===== src/rtl/wm8960_i2c_responder_pkg.sv =====
`default_nettype none
//============================================================================
// Package : wm8960_i2c_responder_pkg
// Brief   : Shared types and constants for the WM8960 control-port responder:
//           FSM state encoding, bus address, shadow size, soft-reset register.
// Rev     : 1.0  initial release
//============================================================================
package wm8960_i2c_responder_pkg;

    // Frame-level protocol states; *_ACK states cover the 9th SCL clock.
    typedef enum logic [3:0] {
        ST_IDLE   = 4'd0,
        ST_DEV    = 4'd1,
        ST_D_ACK  = 4'd2,
        ST_HI     = 4'd3,
        ST_H_ACK  = 4'd4,
        ST_LO     = 4'd5,
        ST_L_ACK  = 4'd6,
        ST_DONE   = 4'd7,
        ST_IGNORE = 4'd8
    } state_t;

    localparam logic [7:0] DEFAULT_DEV_ID    = 8'h34;
    localparam int         DEFAULT_REG_COUNT = 56;
    localparam logic [6:0] SOFT_RESET_REG    = 7'h0F;
    localparam int         FRAME_BYTES       = 3;

    // An abort is an error once the HI data byte has been acknowledged.
    function automatic logic abort_is_error(state_t s);
        return (s == ST_LO) || (s == ST_L_ACK);
    endfunction

endpackage
`default_nettype wire


===== src/rtl/wm8960_i2c_responder_i2c_line_sync.sv =====
`default_nettype none
//============================================================================
// Module : wm8960_i2c_responder_i2c_line_sync (i2c_line_sync block)
// Brief  : Two-flop synchronizers on SCL/SDA, previous-value flops, and
//          registered SCL edge / START / STOP event pulses. Pin-to-event
//          latency is three clk cycles; sda_s is aligned with the events.
// Rev    : 1.0  initial release
//============================================================================
module wm8960_i2c_responder_i2c_line_sync (
    input  logic clk,
    input  logic reset,
    input  logic scl_i,
    input  logic sda_i,
    output logic scl_rise,
    output logic scl_fall,
    output logic start,
    output logic stop,
    output logic sda_s
);

    logic [1:0] scl_sync;
    logic [1:0] sda_sync;
    logic       scl_prev;
    logic       sda_prev;

    // Synchronize pins and register edge/condition events; reset to idle-high bus.
    always_ff @(posedge clk) begin
        if (reset) begin
            scl_sync <= 2'b11;
            sda_sync <= 2'b11;
            scl_prev <= 1'b1;
            sda_prev <= 1'b1;
            scl_rise <= 1'b0;
            scl_fall <= 1'b0;
            start    <= 1'b0;
            stop     <= 1'b0;
            sda_s    <= 1'b1;
        end else begin
            scl_sync <= {scl_sync[0], scl_i};
            sda_sync <= {sda_sync[0], sda_i};
            scl_prev <= scl_sync[1];
            sda_prev <= sda_sync[1];
            scl_rise <= scl_sync[1] & ~scl_prev;
            scl_fall <= ~scl_sync[1] & scl_prev;
            start    <= scl_sync[1] & scl_prev & sda_prev & ~sda_sync[1];
            stop     <= scl_sync[1] & scl_prev & ~sda_prev & sda_sync[1];
            sda_s    <= sda_sync[1];
        end
    end

endmodule
`default_nettype wire


===== src/rtl/wm8960_i2c_responder.sv =====
`default_nettype none
//============================================================================
// Module : wm8960_i2c_responder
// Brief  : I2C target emulating the WM8960 write-only control port. Decodes
//          {DEV_ID, HI, LO} frames into {7-bit reg, 9-bit value} writes,
//          ACKs them open-drain, and optionally shadows the register file.
// Config : WM8960_SHADOW_EN - build the REG_COUNT x 9 shadow register file
//          (soft-reset register 0x0F clears it); otherwise rd_data is 0.
// Rev    : 1.0  initial release
//============================================================================
module wm8960_i2c_responder
    import wm8960_i2c_responder_pkg::*;
#(
    parameter logic [7:0] DEV_ID    = DEFAULT_DEV_ID,
    parameter int         REG_COUNT = DEFAULT_REG_COUNT
) (
    input  logic       clk,
    input  logic       reset,
    input  logic       scl_i,
    input  logic       sda_i,
    output logic       sda_oe,
    output logic       wr_valid,
    output logic [6:0] wr_addr,
    output logic [8:0] wr_data,
    output logic [7:0] wr_count,
    output logic       bus_error,
    input  logic [5:0] rd_addr,
    output logic [8:0] rd_data
);

    logic scl_rise;
    logic scl_fall;
    logic start;
    logic stop;
    logic sda_s;

    wm8960_i2c_responder_i2c_line_sync u_i2c_line_sync (
        .clk      (clk),
        .reset    (reset),
        .scl_i    (scl_i),
        .sda_i    (sda_i),
        .scl_rise (scl_rise),
        .scl_fall (scl_fall),
        .start    (start),
        .stop     (stop),
        .sda_s    (sda_s)
    );

    state_t     state;
    logic [7:0] shift;
    logic [2:0] bit_cnt;
    logic [7:0] hi_byte;
    logic       ack_en;     // drive ACK (1) or NACK (0) in the current ACK slot
    logic       ack_phase;  // 0: waiting for fall to drive, 1: waiting for fall to release
    logic [7:0] byte_in;

    // Byte as it will look once the bit currently on sda_s is shifted in.
    assign byte_in = {shift[6:0], sda_s};

    // Frame length is implied by the HI/LO state sequence.
    logic unused_frame_bytes;
    assign unused_frame_bytes = FRAME_BYTES[0];

    // Protocol FSM: bit shifting, ACK driving, write reporting and error flagging.
    always_ff @(posedge clk) begin
        if (reset) begin
            state     <= ST_IDLE;
            shift     <= '0;
            bit_cnt   <= '0;
            hi_byte   <= '0;
            ack_en    <= 1'b0;
            ack_phase <= 1'b0;
            sda_oe    <= 1'b0;
            wr_valid  <= 1'b0;
            wr_addr   <= '0;
            wr_data   <= '0;
            wr_count  <= '0;
            bus_error <= 1'b0;
        end else begin
            wr_valid <= 1'b0;
            if (start || stop) begin
                // START/STOP win over any coincident bit sample and drop the partial frame.
                if (abort_is_error(state)) begin
                    bus_error <= 1'b1;
                end
                state     <= start ? ST_DEV : ST_IDLE;
                bit_cnt   <= '0;
                ack_phase <= 1'b0;
                sda_oe    <= 1'b0;
            end else begin
                case (state)
                    ST_DEV, ST_HI, ST_LO: begin
                        if (scl_rise) begin
                            shift   <= byte_in;
                            bit_cnt <= bit_cnt + 3'd1;
                            if (bit_cnt == 3'd7) begin
                                if (state == ST_DEV) begin
                                    ack_en <= (byte_in == DEV_ID);
                                    state  <= ST_D_ACK;
                                end else if (state == ST_HI) begin
                                    hi_byte <= byte_in;
                                    ack_en  <= 1'b1;
                                    state   <= ST_H_ACK;
                                end else begin
                                    wr_valid <= 1'b1;
                                    wr_addr  <= hi_byte[7:1];
                                    wr_data  <= {hi_byte[0], byte_in};
                                    wr_count <= wr_count + 8'd1;
                                    ack_en   <= 1'b1;
                                    state    <= ST_L_ACK;
                                end
                            end
                        end
                    end
                    ST_D_ACK, ST_H_ACK, ST_L_ACK: begin
                        if (scl_fall) begin
                            if (!ack_phase) begin
                                ack_phase <= 1'b1;
                                sda_oe    <= ack_en;
                            end else begin
                                ack_phase <= 1'b0;
                                sda_oe    <= 1'b0;
                                bit_cnt   <= '0;
                                case (state)
                                    ST_D_ACK: state <= ack_en ? ST_HI : ST_IGNORE;
                                    ST_H_ACK: state <= ST_LO;
                                    default:  state <= ST_DONE;
                                endcase
                            end
                        end
                    end
                    ST_DONE: begin
                        // Bytes beyond the frame are NACKed (sda_oe stays low).
                        if (scl_rise) begin
                            bit_cnt <= bit_cnt + 3'd1;
                            if (bit_cnt == 3'd7) begin
                                bus_error <= 1'b1;
                                state     <= ST_IGNORE;
                            end
                        end
                    end
                    default: begin
                        // IDLE and IGNORE wait for START/STOP only.
                        state <= state;
                    end
                endcase
            end
        end
    end

`ifdef WM8960_SHADOW_EN
    logic [8:0] shadow [REG_COUNT];

    // Shadow register file: commit on wr_valid, soft reset clears, registered read.
    always_ff @(posedge clk) begin
        if (reset) begin
            for (int i = 0; i < REG_COUNT; i++) begin
                shadow[i] <= '0;
            end
            rd_data <= '0;
        end else begin
            if (wr_valid) begin
                if (wr_addr == SOFT_RESET_REG) begin
                    for (int i = 0; i < REG_COUNT; i++) begin
                        shadow[i] <= '0;
                    end
                end else if (int'(wr_addr) < REG_COUNT) begin
                    shadow[wr_addr[5:0]] <= wr_data;
                end
            end
            rd_data <= (int'(rd_addr) < REG_COUNT) ? shadow[rd_addr] : '0;
        end
    end
`else
    // No storage: reads always return zero.
    assign rd_data = '0;

    logic unused_shadow_cfg;
    assign unused_shadow_cfg = ^{rd_addr, SOFT_RESET_REG, REG_COUNT[0]};
`endif

endmodule
`default_nettype wire

===== config.mk =====
export PLATFORM = sky130hd
export DESIGN_NAME = wm8960_i2c_responder
export DESIGN_NICKNAME = d
export VERILOG_FILES = /design/src/rtl/wm8960_i2c_responder_pkg.sv /design/src/rtl/wm8960_i2c_responder_i2c_line_sync.sv /design/src/rtl/wm8960_i2c_responder.sv
export SDC_FILE = /design/constraint.sdc
export NUM_CORES = 1
export LEC_CHECK = 0
export ABC_AREA = 1
export BUFFER_PORTS_ARGS = -buffer_cell sky130_fd_sc_hd__buf_2
export CAP_MARGIN = 15
export CELL_PAD_IN_SITES_DETAIL_PLACEMENT = 1
export CELL_PAD_IN_SITES_GLOBAL_PLACEMENT = 1
export CORE_MARGIN = 10
export CORE_UTILIZATION = 36
export DETAILED_ROUTE_END_ITERATION = 8
export PLACE_DENSITY = 0.79
export RECOVER_POWER = 100
export SLEW_MARGIN = 20
export SYNTH_ARGS = -nofsm -noshare
export SYNTH_HDL_FRONTEND = slang
export SYNTH_SLANG_ARGS = --single-unit
export TNS_END_PERCENT = 1

===== constraint.sdc =====
create_clock -name clk -period 1.5 [get_ports clk]
set_input_delay 0.225 -clock clk [delete_from_list [all_inputs] [get_ports clk]]
set_output_delay 0.225 -clock clk [all_outputs]
set_load 0.05 [all_outputs]

==> summary.md <==
| Metric | Value |
|---|---|
| Outcome | `complete, but fails checks` |
| Violations in the final reports | `negative setup slack` |
| Die Outline Area | `11,300 µm²` |
| Placer's final routability congestion estimate | `0.826` |
| Post-route antenna net violation count | `0` |
| Final core area utilization | `46.4%` |
| Insertion delay of the later-clocked pin in the worst-skew pair | `0.33 ns` |
| Post-synthesis instance total | `~380` |
| Worst slew margin | `about three fifths` |
| Leak pwr | `1.62 nW` |
| Maximum clock frequency | `approximately 660 MHz` |
| Clock slew at the register clock pins of the worst setup and hold paths | `roughly 0.06 ns` |
| Gr usage total | `12.9%` |
| Clk root buf | `sky130_fd_sc_hd__clkbuf_8` |
| Placement-stage cell area | `2990 µm²` |
| Leading cell type by number of instances after synthesis | `sky130_fd_sc_hd__nor2_1` |
| Routed wire per std cell | `around 14 µm` |
| Via count | `2,541` |
| Die width | `106 µm` |
| Slowest cell delay on critical path | `0.35 ns` |
| Unrepaired setup endpoints after global routing | `yes` |
| Overall overflow remaining after global route | `0` |
| Critical Path Start Type | `flip-flop` |
| Highest ir drop seen on vdd | `between 0.4 and 0.5 mV` |
| Worst hold path type | `primary input to flip-flop` |
| Syn avg cell area | `7.09 µm²` |
| Number of global-route vias before repair | `2,621` |
| Proportion of register bits with asynchronous set or reset after synthesis | `0%` |
| Antenna violations before repair | `0` |
| DP HPWL | `4890 µm` |
| Reg2Reg Depth | `8` |
| Area growth syn-to-layout | `25.2%` |
| Ratio of cells with drive above 1 in the final layout | `26.3%` |
| Drt total wl | `7560 µm` |
| Post-route fraction of the period consumed by the critical path | `101%` |
| Initial core utilization | `about 37%` |
| Leading cell types by total area after synthesis | `sky130_fd_sc_hd__dfxtp_1, sky130_fd_sc_hd__nor2_1, sky130_fd_sc_hd__nand2_1, sky130_fd_sc_hd__inv_1, sky130_fd_sc_hd__o21ai_0` |
| Fraction of post-synthesis cell area in the top cell type by area | `45.4%` |
| Vertical die dimension | `106 µm` |
| Count of final setup violators | `3` |
| Power density normalized to cell area | `between 1000 and 1500 nW/µm²` |
| Most frequently used flop master after synthesis | `sky130_fd_sc_hd__dfxtp_1` |
| Fraction of the yosys area taken by sequential cells | `45.4%` |
| CP cell instances | `ha_4 > ha_4 > buf_4 > nand3_1 > nor2_4 > buf_12 > o21ai_0 > nor2_1` |
| Number of levels the H-tree was split into | `3` |
| Pin count of the biggest net entering global routing | `42` |
| Combined area of all synthesized cells | `~2700 µm²` |
| Worst Max-Slew Pin Slew | `0.606 ns` |
| Total count of max-transition violations in the final report | `0` |
| Cell with the largest stage delay on the worst path | `sky130_fd_sc_hd__dfxtp_4` |
| Distinct cell type count after synthesis | `27` |
| Total core area | `7250 µm²` |
| Count of standard-cell rows | `31` |
| Type of the worst setup path | `flip-flop to flip-flop` |
| Critical Path Most Common Cell | `sky130_fd_sc_hd__ha_4` |
| Top-Level Pins | `46` |
| Crit path capture type | `flip-flop` |
| Synth top cells by count | `sky130_fd_sc_hd__nor2_1, sky130_fd_sc_hd__nand2_1, sky130_fd_sc_hd__dfxtp_1` |
| FILL cells | `between 900 and 1,000` |
| DRC Markers | `0` |
| Yosys top cell by area | `sky130_fd_sc_hd__dfxtp_1` |
| EDFF count, synth | `0` |
| Maximum clock insertion buffer count | `2` |
| Tmin final | `~1.5 ns` |
| Antenna Cells | `0` |
| Area of all placed cells without fillers | `3370 µm²` |
| Total iterations of the first detailed-routing run | `4` |
| Nets@finish | `443` |
| Biggest fanout along the worst timing path | `27` |
| Final worst setup slack | `-0.0210 ns` |
| Critical path startpoint | `bit_cnt[0]$_SDFFE_PP0P_` |
| Hold Fails Final Rpt | `0` |
| Max-capacitance violation count | `0` |
| Hold path depth | `2` |
| Clock Sink Count | `61` |
| Number of vias per cell | `4.77` |
| Worst setup skew after layout | `0.00439 ns` |
| # port buffers | `30` |
| Arrival @ worst endpoint | `about 1.8 ns` |
| Number of DRC violations after detailed-routing iteration 0 | `slightly above 90` |
| Hold path startpoint | `sda_i` |
| CP required | `1.73 ns` |
| Reg-to-Reg Start | `bit_cnt[0]$_SDFFE_PP0P_` |
| Overall Power | `3.97 mW` |
| Synthesized flop and latch total | `61` |
| Warnings, synthesis | `0` |
| Clock tree from TritonCTS | `built` |
| CTS buffer count | `9` |
| Wire length of the first global-routing pass | `12,000 µm` |
-- metal layers --
metal | track usage [%] | up-vias | part of all wire, %
met5 | 0 | - | 0
met4 | 4.64 | 0 | 1.6
met3 | 3.93 | 14 | 4.3
met2 | 23.7 | 37 | 53
met1 | 13.5 | 1231 | 41
li1 | - | 1259 | -
-- state kept, by name (all words and copies together) (netlist names) --
register                  flops
hi_byte                       8
u_i2c_line_sync.sda_prev      1
u_i2c_line_sync.scl_prev      1
u_i2c_line_sync.sda_sync      2
ack_phase                     1
ack_en                        1
bus_error                     1
bit_cnt                       3
wr_addr                       7
u_i2c_line_sync.scl_sync      2
wr_valid                      1
sda_oe                        1
u_i2c_line_sync.scl_fall      1
shift                         7
wr_data                       9
u_i2c_line_sync.scl_rise      1
wr_count                      8
u_i2c_line_sync.start         1
state                         4
u_i2c_line_sync.stop          1
-- placed cells by master, fill, tap and decap left out, drive strengths merged --
master and n:
buf 30, or2 5, nor3 4, ha 3, a21oi 16, inv 44
o22ai 1, clkinv 2, a31oi 1, nand3 15, conb 9, nand2 83
o21ai 27, nand3b 2, clkbuf 34, xor2 1, nor2 92, dfxtp 61
nand4 4
-- final timing paths --
check	to	slack [ns]
worst max-delay path	wr_data[2]$_SDFFE_PP0P_	-0.02
worst min-delay path	u_i2c_line_sync.sda_sync[0]$_SDFF_PP1_	0.07
worst max register to register	wr_data[2]$_SDFFE_PP0P_	-0.02
worst min register to register	u_i2c_line_sync.scl_sync[1]$_SDFF_PP1_	0.41
-- logic make-up (layout without fill, tap and decap cells) --
kind of cell	count (synthesis)	count (layout)	synth area share, %
simple gates	204	205	32.6
other cells	1	9	0.140
xor+xnor	1	1	0.326
compound gates	45	45	8.61
fa+ha+maj	3	3	1.40
flops	61	61	45.4
buf+inv	64	110	11.5
-- repair_timing --
action	in CTS	in global routing
gates resized for setup	19	42
cloned	2	0
endpoints found under the setup margin	24	40
pin swaps	5	7
buffers inserted	3	2
hold buffers	0	0
-- metrics by stage --
step	hold WS [ns]	instances	setup slack, ns	setup TNS, ns
2_1_floorplan	0.329	387	0.0915	0
3_3_place_gp	0.398	511	0.00332	0
3_5_place_dp	0.399	511	-0.0397	-0.207
4_1_cts	0.0568	531	-0.00522	-0.00846
5_1_grt	0.0647	533	-0.0825	-1.98
6_report	0.0727	533	-0.0210	-0.0250
-- layout make-up --
class | count | area (µm²) | area share (%)
flip-flops and latches | 61 | 1240 | 36.8
clock inverters | 2 | 10.0 | 0.297
inverters | 44 | 165 | 4.91
repair buffers | 51 | 332 | 9.85
well taps | 99 | 124 | 3.68
multi-input cells | 263 | 1350 | 40.0
clock buffers | 13 | 149 | 4.42
-- critical path, delay by kind of cell (launching register included) --
kind	cells	cell delay [ns]
flops	1	0.35
fa+ha+maj	2	0.32
buf+inv	2	0.28
simple gates	3	0.26
compound gates	1	0.18
-- power breakdown --
group / switching, mW / internal, mW
logic: 0.577 / 0.348
clock network: 0.607 / 0.632
registers: 0.0927 / 1.71
total: 1.28 / 2.69
(Power assumes the default switching activity.)
